$ cat config.mk
export PLATFORM = sky130hd
export DESIGN_NAME = seven_seg_scan_driver_flat
export DESIGN_NICKNAME = d
export VERILOG_FILES = /design/src/rtl/seven_seg_pkg.sv /design/src/rtl/seven_seg_scan_driver_if.sv /design/src/rtl/hex_to_seg.sv /design/src/rtl/seven_seg_scan_driver.sv /design/src/flat_wrapper.sv
export SDC_FILE = /design/constraint.sdc
export NUM_CORES = 1
export LEC_CHECK = 0
export BUFFER_PORTS_ARGS = -buffer_cell sky130_fd_sc_hd__buf_4
export CAP_MARGIN = 10
export CORE_UTILIZATION = 35
export DETAILED_ROUTE_END_ITERATION = 10
export PLACE_DENSITY = 0.55
export SYNTH_ARGS = -nofsm -noshare
export SYNTH_HDL_FRONTEND = slang
export SYNTH_HIERARCHICAL = 1
export SYNTH_SLANG_ARGS = --single-unit
$ cat constraint.sdc
create_clock -name clk -period 2.41 [get_ports clk]
set_input_delay 0.3615 -clock clk [delete_from_list [all_inputs] [get_ports clk]]
set_output_delay 0.3615 -clock clk [all_outputs]
set_load 0.01 [all_outputs]
$ cat src/rtl/seven_seg_pkg.sv
// -----------------------------------------------------------------------------
// seven_seg_pkg
// Shared definitions for the seven-segment display path.
//   - Segment bit order of the 8-bit pin bus: {dp,g,f,e,d,c,b,a}, a = bit 0.
//   - 7-bit active-high glyph constants for 0-9, A, b, C, d, E, F and blank.
//     Bit 0 = segment a ... bit 6 = segment g.
// -----------------------------------------------------------------------------
package seven_seg_pkg;

  // Width of the full pin bus (7 segments plus decimal point).
  localparam int SEG_W      = 8;
  // Width of a glyph (segments a..g only).
  localparam int GLYPH_W    = 7;
  // Position of the decimal point in the pin bus.
  localparam int SEG_DP_BIT = 7;

  // Glyphs, active high, {g,f,e,d,c,b,a}.
  localparam logic [GLYPH_W-1:0] SEG_0     = 7'h3F;  // a b c d e f
  localparam logic [GLYPH_W-1:0] SEG_1     = 7'h06;  // b c
  localparam logic [GLYPH_W-1:0] SEG_2     = 7'h5B;  // a b d e g
  localparam logic [GLYPH_W-1:0] SEG_3     = 7'h4F;  // a b c d g
  localparam logic [GLYPH_W-1:0] SEG_4     = 7'h66;  // b c f g
  localparam logic [GLYPH_W-1:0] SEG_5     = 7'h6D;  // a c d f g
  localparam logic [GLYPH_W-1:0] SEG_6     = 7'h7D;  // a c d e f g
  localparam logic [GLYPH_W-1:0] SEG_7     = 7'h07;  // a b c
  localparam logic [GLYPH_W-1:0] SEG_8     = 7'h7F;  // all
  localparam logic [GLYPH_W-1:0] SEG_9     = 7'h6F;  // a b c d f g
  localparam logic [GLYPH_W-1:0] SEG_A     = 7'h77;  // a b c e f g
  localparam logic [GLYPH_W-1:0] SEG_B     = 7'h7C;  // c d e f g  (lower-case b)
  localparam logic [GLYPH_W-1:0] SEG_C     = 7'h39;  // a d e f
  localparam logic [GLYPH_W-1:0] SEG_D     = 7'h5E;  // b c d e g  (lower-case d)
  localparam logic [GLYPH_W-1:0] SEG_E     = 7'h79;  // a d e f g
  localparam logic [GLYPH_W-1:0] SEG_F     = 7'h71;  // a e f g
  localparam logic [GLYPH_W-1:0] SEG_BLANK = 7'h00;

endpackage : seven_seg_pkg

$ cat src/rtl/seven_seg_scan_driver_if.sv
// -----------------------------------------------------------------------------
// seven_seg_scan_driver_if
// Bundle between the stopwatch datapath / board pins and the scan driver.
//   number      datapath -> driver  4*NUM_DIGITS  nibble k = digit k (digit 0 rightmost)
//   dp_mask     datapath -> driver  NUM_DIGITS    1 = decimal point of digit k lit
//   blink_mask  datapath -> driver  NUM_DIGITS    1 = digit k blinks
//   blank_lz    datapath -> driver  1             leading-zero blanking enable
//   brightness  datapath -> driver  4             0 = dark ... 15 = full on
//   io_sel      driver -> pins      NUM_DIGITS    one-hot digit select
//   io_seg      driver -> pins      8             {dp,g,f,e,d,c,b,a}
//   frame_start driver -> datapath  1             pulse when the scan wraps to digit 0
// master = side that supplies the display data, slave = the scan driver.
// -----------------------------------------------------------------------------
interface seven_seg_scan_driver_if
  import seven_seg_pkg::*;
#(
  parameter int NUM_DIGITS = 4
);

  logic [4*NUM_DIGITS-1:0] number;
  logic [NUM_DIGITS-1:0]   dp_mask;
  logic [NUM_DIGITS-1:0]   blink_mask;
  logic                    blank_lz;
  logic [3:0]              brightness;
  logic [NUM_DIGITS-1:0]   io_sel;
  logic [SEG_W-1:0]        io_seg;
  logic                    frame_start;

  modport master (
    output number, dp_mask, blink_mask, blank_lz, brightness,
    input  io_sel, io_seg, frame_start
  );

  modport slave (
    input  number, dp_mask, blink_mask, blank_lz, brightness,
    output io_sel, io_seg, frame_start
  );

endinterface : seven_seg_scan_driver_if

$ cat src/rtl/hex_to_seg.sv
// -----------------------------------------------------------------------------
// hex_to_seg
// Combinational nibble -> seven-segment glyph decoder (active high, no DP).
//   nibble  in   4  value 0..F
//   seg     out  7  {g,f,e,d,c,b,a}, 1 = segment lit
// Output polarity of the board is applied by the caller.
// -----------------------------------------------------------------------------
module hex_to_seg
  import seven_seg_pkg::*;
(
  input  logic [3:0]         nibble,
  output logic [GLYPH_W-1:0] seg
);

  // Glyph lookup from the shared package table.
  always_comb begin
    seg = SEG_BLANK;
    case (nibble)
      4'h0:    seg = SEG_0;
      4'h1:    seg = SEG_1;
      4'h2:    seg = SEG_2;
      4'h3:    seg = SEG_3;
      4'h4:    seg = SEG_4;
      4'h5:    seg = SEG_5;
      4'h6:    seg = SEG_6;
      4'h7:    seg = SEG_7;
      4'h8:    seg = SEG_8;
      4'h9:    seg = SEG_9;
      4'hA:    seg = SEG_A;
      4'hB:    seg = SEG_B;
      4'hC:    seg = SEG_C;
      4'hD:    seg = SEG_D;
      4'hE:    seg = SEG_E;
      4'hF:    seg = SEG_F;
      default: seg = SEG_BLANK;
    endcase
  end

endmodule : hex_to_seg

$ cat src/rtl/seven_seg_scan_driver.sv
// -----------------------------------------------------------------------------
// seven_seg_scan_driver
// Time-multiplexed N-digit seven-segment driver with per-digit blink and DP
// masks, leading-zero blanking and 16-step PWM brightness.
//   clk   in  board clock
//   rst   in  synchronous, active-high reset
//   bus   seven_seg_scan_driver_if.slave
//         in : number, dp_mask, blink_mask, blank_lz, brightness
//         out: io_sel (one-hot, SEL_ACTIVE_LOW), io_seg ({dp,g..a}, SEG_ACTIVE_LOW),
//              frame_start (1-cycle pulse when the scan wraps to digit 0)
// All outputs are registered; io_sel/io_seg follow the digit index one cycle
// later. number/dp_mask/blink_mask/blank_lz are captured once per frame so a
// mid-frame update never tears the display; brightness is used live.
// -----------------------------------------------------------------------------
module seven_seg_scan_driver
  import seven_seg_pkg::*;
#(
  parameter int NUM_DIGITS     = 4,
  parameter int CLK_HZ         = 100_000_000,
  parameter int REFRESH_HZ     = 500,
  parameter int BLINK_HZ       = 1,
  parameter int SEL_ACTIVE_LOW = 1,
  parameter int SEG_ACTIVE_LOW = 1
) (
  input  logic clk,
  input  logic rst,
  seven_seg_scan_driver_if.slave bus
);

  // Slot and blink timing, both clamped so tiny clock ratios still work.
  localparam int SLOT_RAW = CLK_HZ / (REFRESH_HZ * NUM_DIGITS);
  localparam int SLOT_LEN = (SLOT_RAW < 1) ? 1 : SLOT_RAW;
  localparam int PRE_W    = (SLOT_LEN > 1) ? $clog2(SLOT_LEN) : 1;
  localparam int HALF_RAW = CLK_HZ / (2 * BLINK_HZ);
  localparam int HALF_LEN = (HALF_RAW < 1) ? 1 : HALF_RAW;
  localparam int BLK_W    = (HALF_LEN > 1) ? $clog2(HALF_LEN) : 1;
  localparam int IDX_W    = (NUM_DIGITS > 1) ? $clog2(NUM_DIGITS) : 1;

  localparam logic [PRE_W-1:0] PRE_LAST = PRE_W'(SLOT_LEN - 1);
  localparam logic [BLK_W-1:0] BLK_LAST = BLK_W'(HALF_LEN - 1);
  localparam logic [IDX_W-1:0] IDX_LAST = IDX_W'(NUM_DIGITS - 1);

  localparam logic [NUM_DIGITS-1:0] SEL_OFF =
    (SEL_ACTIVE_LOW != 0) ? {NUM_DIGITS{1'b1}} : {NUM_DIGITS{1'b0}};
  localparam logic [SEG_W-1:0] SEG_OFF =
    (SEG_ACTIVE_LOW != 0) ? {SEG_W{1'b1}} : {SEG_W{1'b0}};

  // Scan / timing state.
  logic [PRE_W-1:0] presc_r;
  logic [IDX_W-1:0] idx_r;
  logic [3:0]       pwm_r;
  logic [BLK_W-1:0] blk_cnt_r;
  logic             blk_off_r;
  logic             first_r;      // first cycle after reset release

  // Frame snapshot.
  logic [4*NUM_DIGITS-1:0] sh_num_r;
  logic [NUM_DIGITS-1:0]   sh_dp_r;
  logic [NUM_DIGITS-1:0]   sh_blink_r;
  logic                    sh_blank_r;

  // Output registers.
  logic [NUM_DIGITS-1:0] sel_r;
  logic [SEG_W-1:0]      seg_r;
  logic                  frame_start_r;

  // Combinational helpers.
  logic                    presc_last_s;
  logic                    wrap_s;
  logic                    load_s;
  logic [4*NUM_DIGITS-1:0] view_num_s;
  logic [NUM_DIGITS-1:0]   view_dp_s;
  logic [NUM_DIGITS-1:0]   view_blink_s;
  logic                    view_blank_s;
  logic [NUM_DIGITS-1:0]   lz_mask_s;
  logic [3:0]              nib_s;
  logic [GLYPH_W-1:0]      glyph_s;
  logic [SEG_W-1:0]        pat_s;
  logic [SEG_W-1:0]        shown_s;
  logic [NUM_DIGITS-1:0]   onehot_s;
  logic                    digit_on_s;
  logic [NUM_DIGITS-1:0]   sel_nxt_s;
  logic [SEG_W-1:0]        seg_nxt_s;

  assign presc_last_s = (presc_r == PRE_LAST);
  // A frame ends when the last slot of the last digit expires.
  assign wrap_s       = presc_last_s && (idx_r == IDX_LAST);
  assign load_s       = wrap_s || first_r;

  // Prescaler and digit index: idx advances once per slot and wraps at the last digit.
  always_ff @(posedge clk) begin
    if (rst) begin
      presc_r <= {PRE_W{1'b0}};
      idx_r   <= {IDX_W{1'b0}};
    end else if (presc_last_s) begin
      presc_r <= {PRE_W{1'b0}};
      if (idx_r == IDX_LAST) begin
        idx_r <= {IDX_W{1'b0}};
      end else begin
        idx_r <= idx_r + IDX_W'(1);
      end
    end else begin
      presc_r <= presc_r + PRE_W'(1);
      idx_r   <= idx_r;
    end
  end

  // Free-running PWM counter and blink phase, independent of frame boundaries.
  always_ff @(posedge clk) begin
    if (rst) begin
      pwm_r     <= 4'd0;
      blk_cnt_r <= {BLK_W{1'b0}};
      blk_off_r <= 1'b0;
    end else begin
      pwm_r <= pwm_r + 4'd1;
      if (blk_cnt_r == BLK_LAST) begin
        blk_cnt_r <= {BLK_W{1'b0}};
        blk_off_r <= ~blk_off_r;
      end else begin
        blk_cnt_r <= blk_cnt_r + BLK_W'(1);
        blk_off_r <= blk_off_r;
      end
    end
  end

  // Frame snapshot: loaded on the first cycle after reset and at every frame wrap.
  always_ff @(posedge clk) begin
    if (rst) begin
      first_r    <= 1'b1;
      sh_num_r   <= {(4*NUM_DIGITS){1'b0}};
      sh_dp_r    <= {NUM_DIGITS{1'b0}};
      sh_blink_r <= {NUM_DIGITS{1'b0}};
      sh_blank_r <= 1'b0;
    end else begin
      first_r <= 1'b0;
      if (load_s) begin
        sh_num_r   <= bus.number;
        sh_dp_r    <= bus.dp_mask;
        sh_blink_r <= bus.blink_mask;
        sh_blank_r <= bus.blank_lz;
      end else begin
        sh_num_r   <= sh_num_r;
        sh_dp_r    <= sh_dp_r;
        sh_blink_r <= sh_blink_r;
        sh_blank_r <= sh_blank_r;
      end
    end
  end

  // Display view: on the first cycle after reset the snapshot is still empty,
  // so digit 0 is rendered straight from the inputs being captured.
  always_comb begin
    if (first_r) begin
      view_num_s   = bus.number;
      view_dp_s    = bus.dp_mask;
      view_blink_s = bus.blink_mask;
      view_blank_s = bus.blank_lz;
    end else begin
      view_num_s   = sh_num_r;
      view_dp_s    = sh_dp_r;
      view_blink_s = sh_blink_r;
      view_blank_s = sh_blank_r;
    end
  end

  // Leading-zero mask: walk from the top digit down while every nibble so far is zero.
  always_comb begin
    logic zero_run_s;
    zero_run_s = 1'b1;
    lz_mask_s  = {NUM_DIGITS{1'b0}};
    for (int k = NUM_DIGITS - 1; k >= 0; k--) begin
      zero_run_s   = zero_run_s && (view_num_s[4*k +: 4] == 4'd0);
      lz_mask_s[k] = view_blank_s && zero_run_s && (k != 0);
    end
  end

  assign nib_s = view_num_s[4*int'(idx_r) +: 4];

  hex_to_seg u_hex_to_seg (
    .nibble (nib_s),
    .seg    (glyph_s)
  );

  // Next output values for the current digit: glyph, DP, blink, PWM gate, polarity.
  always_comb begin
    pat_s = {SEG_W{1'b0}};
    if (lz_mask_s[idx_r]) begin
      pat_s[GLYPH_W-1:0] = SEG_BLANK;
    end else begin
      pat_s[GLYPH_W-1:0] = glyph_s;
    end
    pat_s[SEG_DP_BIT] = view_dp_s[idx_r];

    // Blink off-phase darkens the whole digit including its DP.
    if (blk_off_r && view_blink_s[idx_r]) begin
      shown_s = {SEG_W{1'b0}};
    end else begin
      shown_s = pat_s;
    end

    onehot_s = {NUM_DIGITS{1'b0}};
    for (int k = 0; k < NUM_DIGITS; k++) begin
      onehot_s[k] = (idx_r == IDX_W'(k));
    end

    digit_on_s = (bus.brightness == 4'd15) || (pwm_r < bus.brightness);

    if (!digit_on_s) begin
      sel_nxt_s = SEL_OFF;
    end else if (SEL_ACTIVE_LOW != 0) begin
      sel_nxt_s = ~onehot_s;
    end else begin
      sel_nxt_s = onehot_s;
    end

    if (SEG_ACTIVE_LOW != 0) begin
      seg_nxt_s = ~shown_s;
    end else begin
      seg_nxt_s = shown_s;
    end
  end

  // Output registers: inactive during reset, otherwise one cycle behind idx.
  always_ff @(posedge clk) begin
    if (rst) begin
      sel_r         <= SEL_OFF;
      seg_r         <= SEG_OFF;
      frame_start_r <= 1'b0;
    end else begin
      sel_r         <= sel_nxt_s;
      seg_r         <= seg_nxt_s;
      frame_start_r <= wrap_s;
    end
  end

  assign bus.io_sel      = sel_r;
  assign bus.io_seg      = seg_r;
  assign bus.frame_start = frame_start_r;

endmodule : seven_seg_scan_driver

$ cat src/flat_wrapper.sv
// flat-port wrapper written by rule: the top's interface ports become plain ports
module seven_seg_scan_driver_flat import seven_seg_pkg::*;
#(
  parameter int NUM_DIGITS     = 4,
  parameter int CLK_HZ         = 100_000_000,
  parameter int REFRESH_HZ     = 500,
  parameter int BLINK_HZ       = 1,
  parameter int SEL_ACTIVE_LOW = 1,
  parameter int SEG_ACTIVE_LOW = 1
)
  (clk, rst, bus_number, bus_dp_mask, bus_blink_mask, bus_blank_lz, bus_brightness, bus_io_sel, bus_io_seg, bus_frame_start);
  seven_seg_scan_driver_if #(.NUM_DIGITS(NUM_DIGITS)) bus_i ();
  input  logic clk;
  input  logic rst;
  input wire logic [$bits(bus_i.number)-1:0] bus_number;
  input wire logic [$bits(bus_i.dp_mask)-1:0] bus_dp_mask;
  input wire logic [$bits(bus_i.blink_mask)-1:0] bus_blink_mask;
  input wire logic [$bits(bus_i.blank_lz)-1:0] bus_blank_lz;
  input wire logic [$bits(bus_i.brightness)-1:0] bus_brightness;
  output wire logic [$bits(bus_i.io_sel)-1:0] bus_io_sel;
  output wire logic [$bits(bus_i.io_seg)-1:0] bus_io_seg;
  output wire logic [$bits(bus_i.frame_start)-1:0] bus_frame_start;
  assign bus_i.number = bus_number;
  assign bus_i.dp_mask = bus_dp_mask;
  assign bus_i.blink_mask = bus_blink_mask;
  assign bus_i.blank_lz = bus_blank_lz;
  assign bus_i.brightness = bus_brightness;
  assign bus_io_sel = bus_i.io_sel;
  assign bus_io_seg = bus_i.io_seg;
  assign bus_frame_start = bus_i.frame_start;
  seven_seg_scan_driver #(.NUM_DIGITS(NUM_DIGITS), .CLK_HZ(CLK_HZ), .REFRESH_HZ(REFRESH_HZ), .BLINK_HZ(BLINK_HZ), .SEL_ACTIVE_LOW(SEL_ACTIVE_LOW), .SEG_ACTIVE_LOW(SEG_ACTIVE_LOW)) u_core (.clk(clk), .rst(rst), .bus(bus_i));
endmodule
# == Word-level counts from Yosys, hierarchy flattened ==
# Memories as Yosys holds them, arrays and structs flattened.
# Index checks and enable logic that the tools add are counted.
# classes
mux,14
multipliers,0
n_addsub,4
n_eq_ne,6
order_cmp,2
shifts,1
div,0
n_reduce_logical,16
bitwise_logic,4
# ops
operator,count
"26-bit by 1-bit adder with 26-bit output, second input constant",1
"26-bit == test, second input constant",1
"16-bit by 1-bit adder with 16-bit output, second input constant",1
"16-bit == test, second input constant",1
16-bit 2-to-1 mux,1
16-bit by 5-bit indexed part select with 4-bit output,1
4-bit zero test,3
4-bit 2-to-1 mux,2
8-bit 2-to-1 mux,1
8-bit inverter,1
1-bit logical AND,7
7-bit 2-to-1 mux,1
1-bit binary-select mux with 2-bit select,3
2-bit OR reduction,3
1-bit 2-to-1 mux,5
"4-bit by 1-bit adder with 4-bit output, second input constant",1
"2-bit == test, second input constant",2
"4-bit == test, second input constant",1
4-bit < comparator,1
4-bit inverter,1
"2-bit by 3-bit < comparator with 1-bit output, second input constant",1
"2-bit by 1-bit adder with 2-bit output, second input constant",1
"2-bit by 1-bit == test with 1-bit output, second input constant",1
2-bit zero test,1
3 further kinds,5
# totals
mem_bits_rw,0
ff_bits,88
latchBits,0
word_cells,61
memories,1
inputBits,31
mem_bits_ro,112
# mem_list
name,depth,word_bits,read_ports,rd_ports_with_merged_regs,write_ports,line_no,rtl
(name not given),16,7,1,0,0,hex_to_seg.sv:18,case (nibble)

# == Longest topological paths before layout ==
# depth
word_depth,10
depth_mapped,10
mapped_depth_nobuf,8

# == By module ==
# Netlist, hierarchy kept.
# modules_own_cells
mod,n_inst,seq_area_each_um2,cells_each,area_per_inst_um2
seven_seg_scan_driver,1,1761.7,417,3993.8
hex_to_seg,1,0.0,33,287.8

# == Worst setup path after synthesis ==
# OpenSTA, ideal clock, no wires.
# synth_path
path_kind,flip-flop to flip-flop
start,reg u_core.idx_r[0]
end,reg u_core.seg_r[3] (netlist: u_core/bus.io_seg[3])
stages_incl_launch_ff,11
setup_slack_ns,0.015
n_path_buf,2
arrival_time_ns,2.334
period_less_slack_ns,2.395
cell_sequence,dfxtp_1 clkbuf_1 clkbuf_1 mux4_2 nand2_1 nand2_1 inv_1 ha_1 inv_1 mux4_1 nand2_1
# synth_between
elab_chain_len,5
elab_cells_between_ends,10
classes_between,shift (1); mux (6); bitwise (1); reduce/logical (1); memory (1)
# synth_lines
element,line_no,rtl
from (decl),seven_seg_scan_driver.sv:50,logic [IDX_W-1:0] idx_r;
from (signal assigned),seven_seg_scan_driver.sv:94,idx_r <= {IDX_W{1'b0}};
from (signal assigned),seven_seg_scan_driver.sv:98,idx_r <= {IDX_W{1'b0}};
from (signal assigned),seven_seg_scan_driver.sv:100,idx_r <= idx_r + IDX_W'(1);
16-bit by 5-bit indexed part select with 4-bit output,seven_seg_scan_driver.sv:177,assign nib_s = view_num_s[4*int'(idx_r) +: 4];
named net u_core.nib_s[1],seven_seg_scan_driver.sv:76,logic [3:0] nib_s;
memory 16 x 7 bit,n/a,
named net u_core.glyph_s[3],seven_seg_scan_driver.sv:77,logic [GLYPH_W-1:0] glyph_s;
7-bit 2-to-1 mux,seven_seg_scan_driver.sv:187,if (lz_mask_s[idx_r]) begin
8-bit 2-to-1 mux,seven_seg_scan_driver.sv:195,if (blk_off_r && view_blink_s[idx_r]) begin
8-bit inverter,seven_seg_scan_driver.sv:217,seg_nxt_s = ~shown_s;
to (signal assigned),seven_seg_scan_driver.sv:231,seg_r <= seg_nxt_s;
to (decl),seven_seg_scan_driver.sv:64,logic [SEG_W-1:0] seg_r;
# The timed path passes the listed nets, and every way through them passes these cells. The select of a mux whose other input is x is not followed.
# A chain may end at the register's enable or synchronous reset.

# == Final worst setup path ==
# layout_path
start,reg u_core.first_r
end,reg u_core.seg_r[3] (netlist: u_core/bus.io_seg[3])
# layout_between
elab_cells_between_ends,21
classes_between,shift (1); mux (9); bitwise (1); reduce/logical (9); memory (1)
# layout_lines
element,line_no,rtl
from (decl),seven_seg_scan_driver.sv:54,logic first_r;
from (signal assigned),seven_seg_scan_driver.sv:129,first_r <= 1'b1;
from (signal assigned),seven_seg_scan_driver.sv:135,first_r <= 1'b0;
16-bit 2-to-1 mux,seven_seg_scan_driver.sv:153,if (first_r) begin
16-bit by 5-bit indexed part select with 4-bit output,seven_seg_scan_driver.sv:177,
named net u_core.nib_s[0],seven_seg_scan_driver.sv:76,
memory 16 x 7 bit,n/a,
named net u_core.glyph_s[3],seven_seg_scan_driver.sv:77,
7-bit 2-to-1 mux,seven_seg_scan_driver.sv:187,
8-bit 2-to-1 mux,seven_seg_scan_driver.sv:195,
8-bit inverter,seven_seg_scan_driver.sv:217,
# The timed path passes the listed nets, and every way through them passes these cells. The select of a mux whose other input is x is not followed.

==> reports/qor.yml <==
die-area_um2: 12700
std_cell_rows: 40
fin_setup_tns_ps: 0
relSlewSlack_pct: 57.8
ant_nets: 0
synth_common_cells: "dfxtp_1, nor2_1, nand2_1"
drc: 0
clk_pin_slew_ps: 60
post_drt_wl_per_cell_um: 12.8
n_antenna_cell: 0
drv_slew: 0
grt.total_usage_pct: 14.3
multi_input_area_um2: 2320
wl_met3_um: 307
critPathLaunchType: "register"
setup_viol: 0
fin_cells: 651
yosysUniqueCellTypes: 53
cap_violations: 0
fp.dieH_um: 113
ys_seq_elements: 88
syn_inst: 450
fmax_mhz: 460
htree_levels: 3
numClockSinks: 88
ir_drop_v: 0.000413
ys.flop_type: "dfxtp_1"
wl_met2_um: 3930
synth_edf_count: 0
cp_max_fo: 7
die_w_um: 113
end_kind: "register"
initial_core_util_pct: 35.8
cts_buffer_depth: 2
ff_latch_area_um2: 1760
hpwlAfterDp_um: 6100
synth_most_common_cell: "dfxtp_1"
worstMarginPinSlew_ps: 627
cts-root-buf: "clkbuf_16"
place_congestion: 0.801
wl_um: 8360
reg2reg_slack_ps: 230
grt_max_degree: 44
drive_gt1_share_pct: 18.8
syn-cell-area_um2: 4280
syn_area_per_cell_um2: 9.51
antenna_found_initial: 0
vias: 3189
p_per_area_nw_per_um2: 646
critPathArrivalTime_ps: 2460
grt_pass1_wl_um: 14300
fin_skew_ps: 5.29
ys_seq_area_share_pct: 41.1
areaGrowthSynthToFinish_pct: 18.2
io_pins: 44
placed_area_um2: 4750
hold_class: "in2reg"
routed.top_layer: "met4"
yosys.area.top_type_share_pct: 41.1
fin_ws_ps: 234
slowest_delay_ps: 520
hold_viol_final: 0
yosys_warnings: 6
path_class: "reg2reg"
cts_tree: "built"
clk_latency_ps: 340
syn_nets: 498
cp_slowest_cell: "mux4_2"
dp_slack_ps: 72.9
post-place-cells: 635
finalCritPeriodShare_pct: 90.3
first_iter_violations: 114
hold_ws_ps: 263
synthArstFlopShare_pct: 0
firstDrtPassIters: 4
cts_buffers: 9
netlist_top_cells_area: "dfxtp_1, nor2_1, mux2i_1"
cts_setup_buffers: 0
crit_chain: "mux4_2, nand2_1, nand2_1, inv_1, ha_1, mux4_1, nand2_1"
final_cell_area_um2: 5060
finalCriticalPeriod_ps: 2180
vias_per_cell: 4.90
nFillCells: 1145
path_common_cell: "nand2_1"
m1WireLength_um: 4020
leakage_nw: 2.02
cp_data_required_time_ps: 2690
synth_area_leader_cell: "dfxtp_1"
numPortBuffers: 43
power.total_mw: 3.27
final_util_pct: 42.3
core_um2: 12000
status: "finished clean"
grt_overflow: 0
grt_pass1_vias: 3025
nets: 547
rsz0062_at_grt: "false"
==> sequential cells by signal (all words and copies together) (netlist names) <==
register,count
u_core/bus.io_sel,4
u_core/presc_r,16
u_core/idx_r,2
u_core/sh_blink_r,4
u_core/pwm_r,4
u_core/blk_cnt_r,26
u_core/sh_dp_r,4
u_core/sh_blank_r,1
u_core/first_r,1
u_core/blk_off_r,1
u_core/bus.frame_start,1
u_core/sh_num_r,16
u_core/bus.io_seg,8
==> per-layer routing <==
layer | up-vias | global-route usage [%]
met5 | - | 0
li1 | 1647 | -
met1 | 1486 | 17.6
met2 | 46 | 23.4
met4 | 0 | 5.24
met3 | 10 | 4.27
==> where the power goes <==
group | internal (mW) | total (mW) | switching (mW)
clock network | 0.834 | 1.40 | 0.570
registers | 1.51 | 1.54 | 0.0355
logic | 0.172 | 0.323 | 0.151
==> worst max-delay path: cells and delay by family (launching register included) <==
family	cells	cell delay, ps
fa+ha+maj	1	270
flops	1	440
mux	2	1010
simple gates	3	260
buf+inv	1	150
==> layout make-up <==
| type | count | area share, % |
|---|---|---|
| multi-input cells | 329 | 45.8 |
| inverters | 15 | 1.11 |
| clock inverters | 6 | 1.36 |
| flip-flops and latches | 88 | 34.8 |
| repair buffers | 56 | 8.55 |
| well taps | 147 | 3.63 |
| clock buffers | 10 | 4.72 |
==> timing repair <==
item	in CTS	in global routing
endpoints found under the setup margin	0	5
hold buffers	0	0
gates resized for setup	0	2
==> cells by family after synthesis <==
family	count (synthesis)	synth area share [%]
compound gates	31	4.91
simple gates	200	22.7
buf+inv	33	4.76
flops	88	41.1
fa+ha+maj	17	4.97
xor+xnor	38	7.77
mux	43	13.7
==> cells in the final DEF, fill, tap and decap left out, drive strengths merged, types with 3 or more instances in the layout <==
master / Yosys / layout
buf: 8 / 56
nor2: 85 / 85
nand3: 17 / 17
mux2i: 28 / 28
o21ai: 8 / 8
or3: 6 / 6
nor4b: 4 / 4
and3: 3 / 3
a21oi: 10 / 10
nand4: 10 / 10
clkbuf: 9 / 10
nand2: 37 / 37
nor4: 8 / 8
nor2b: 8 / 8
xor2: 16 / 16
mux4: 12 / 12
mux2: 3 / 3
dfxtp: 88 / 88
nor3: 6 / 6
inv: 14 / 14
xnor2: 22 / 22
clkinv: 1 / 5
ha: 17 / 17
==> path summary, 6_finish.rpt <==
kind / from / end / cells after the start
worst max-delay path: u_core/first_r / u_core/bus.io_seg[3] / 7
worst min-delay path: bus_number[2] / u_core/sh_num_r[2] / 3
worst max register to register: u_core/first_r / u_core/bus.io_seg[3] / 7
worst min register to register: u_core/presc_r[0] / u_core/presc_r[0] / 1
Note: power is estimated with default switching activity, not from simulation.
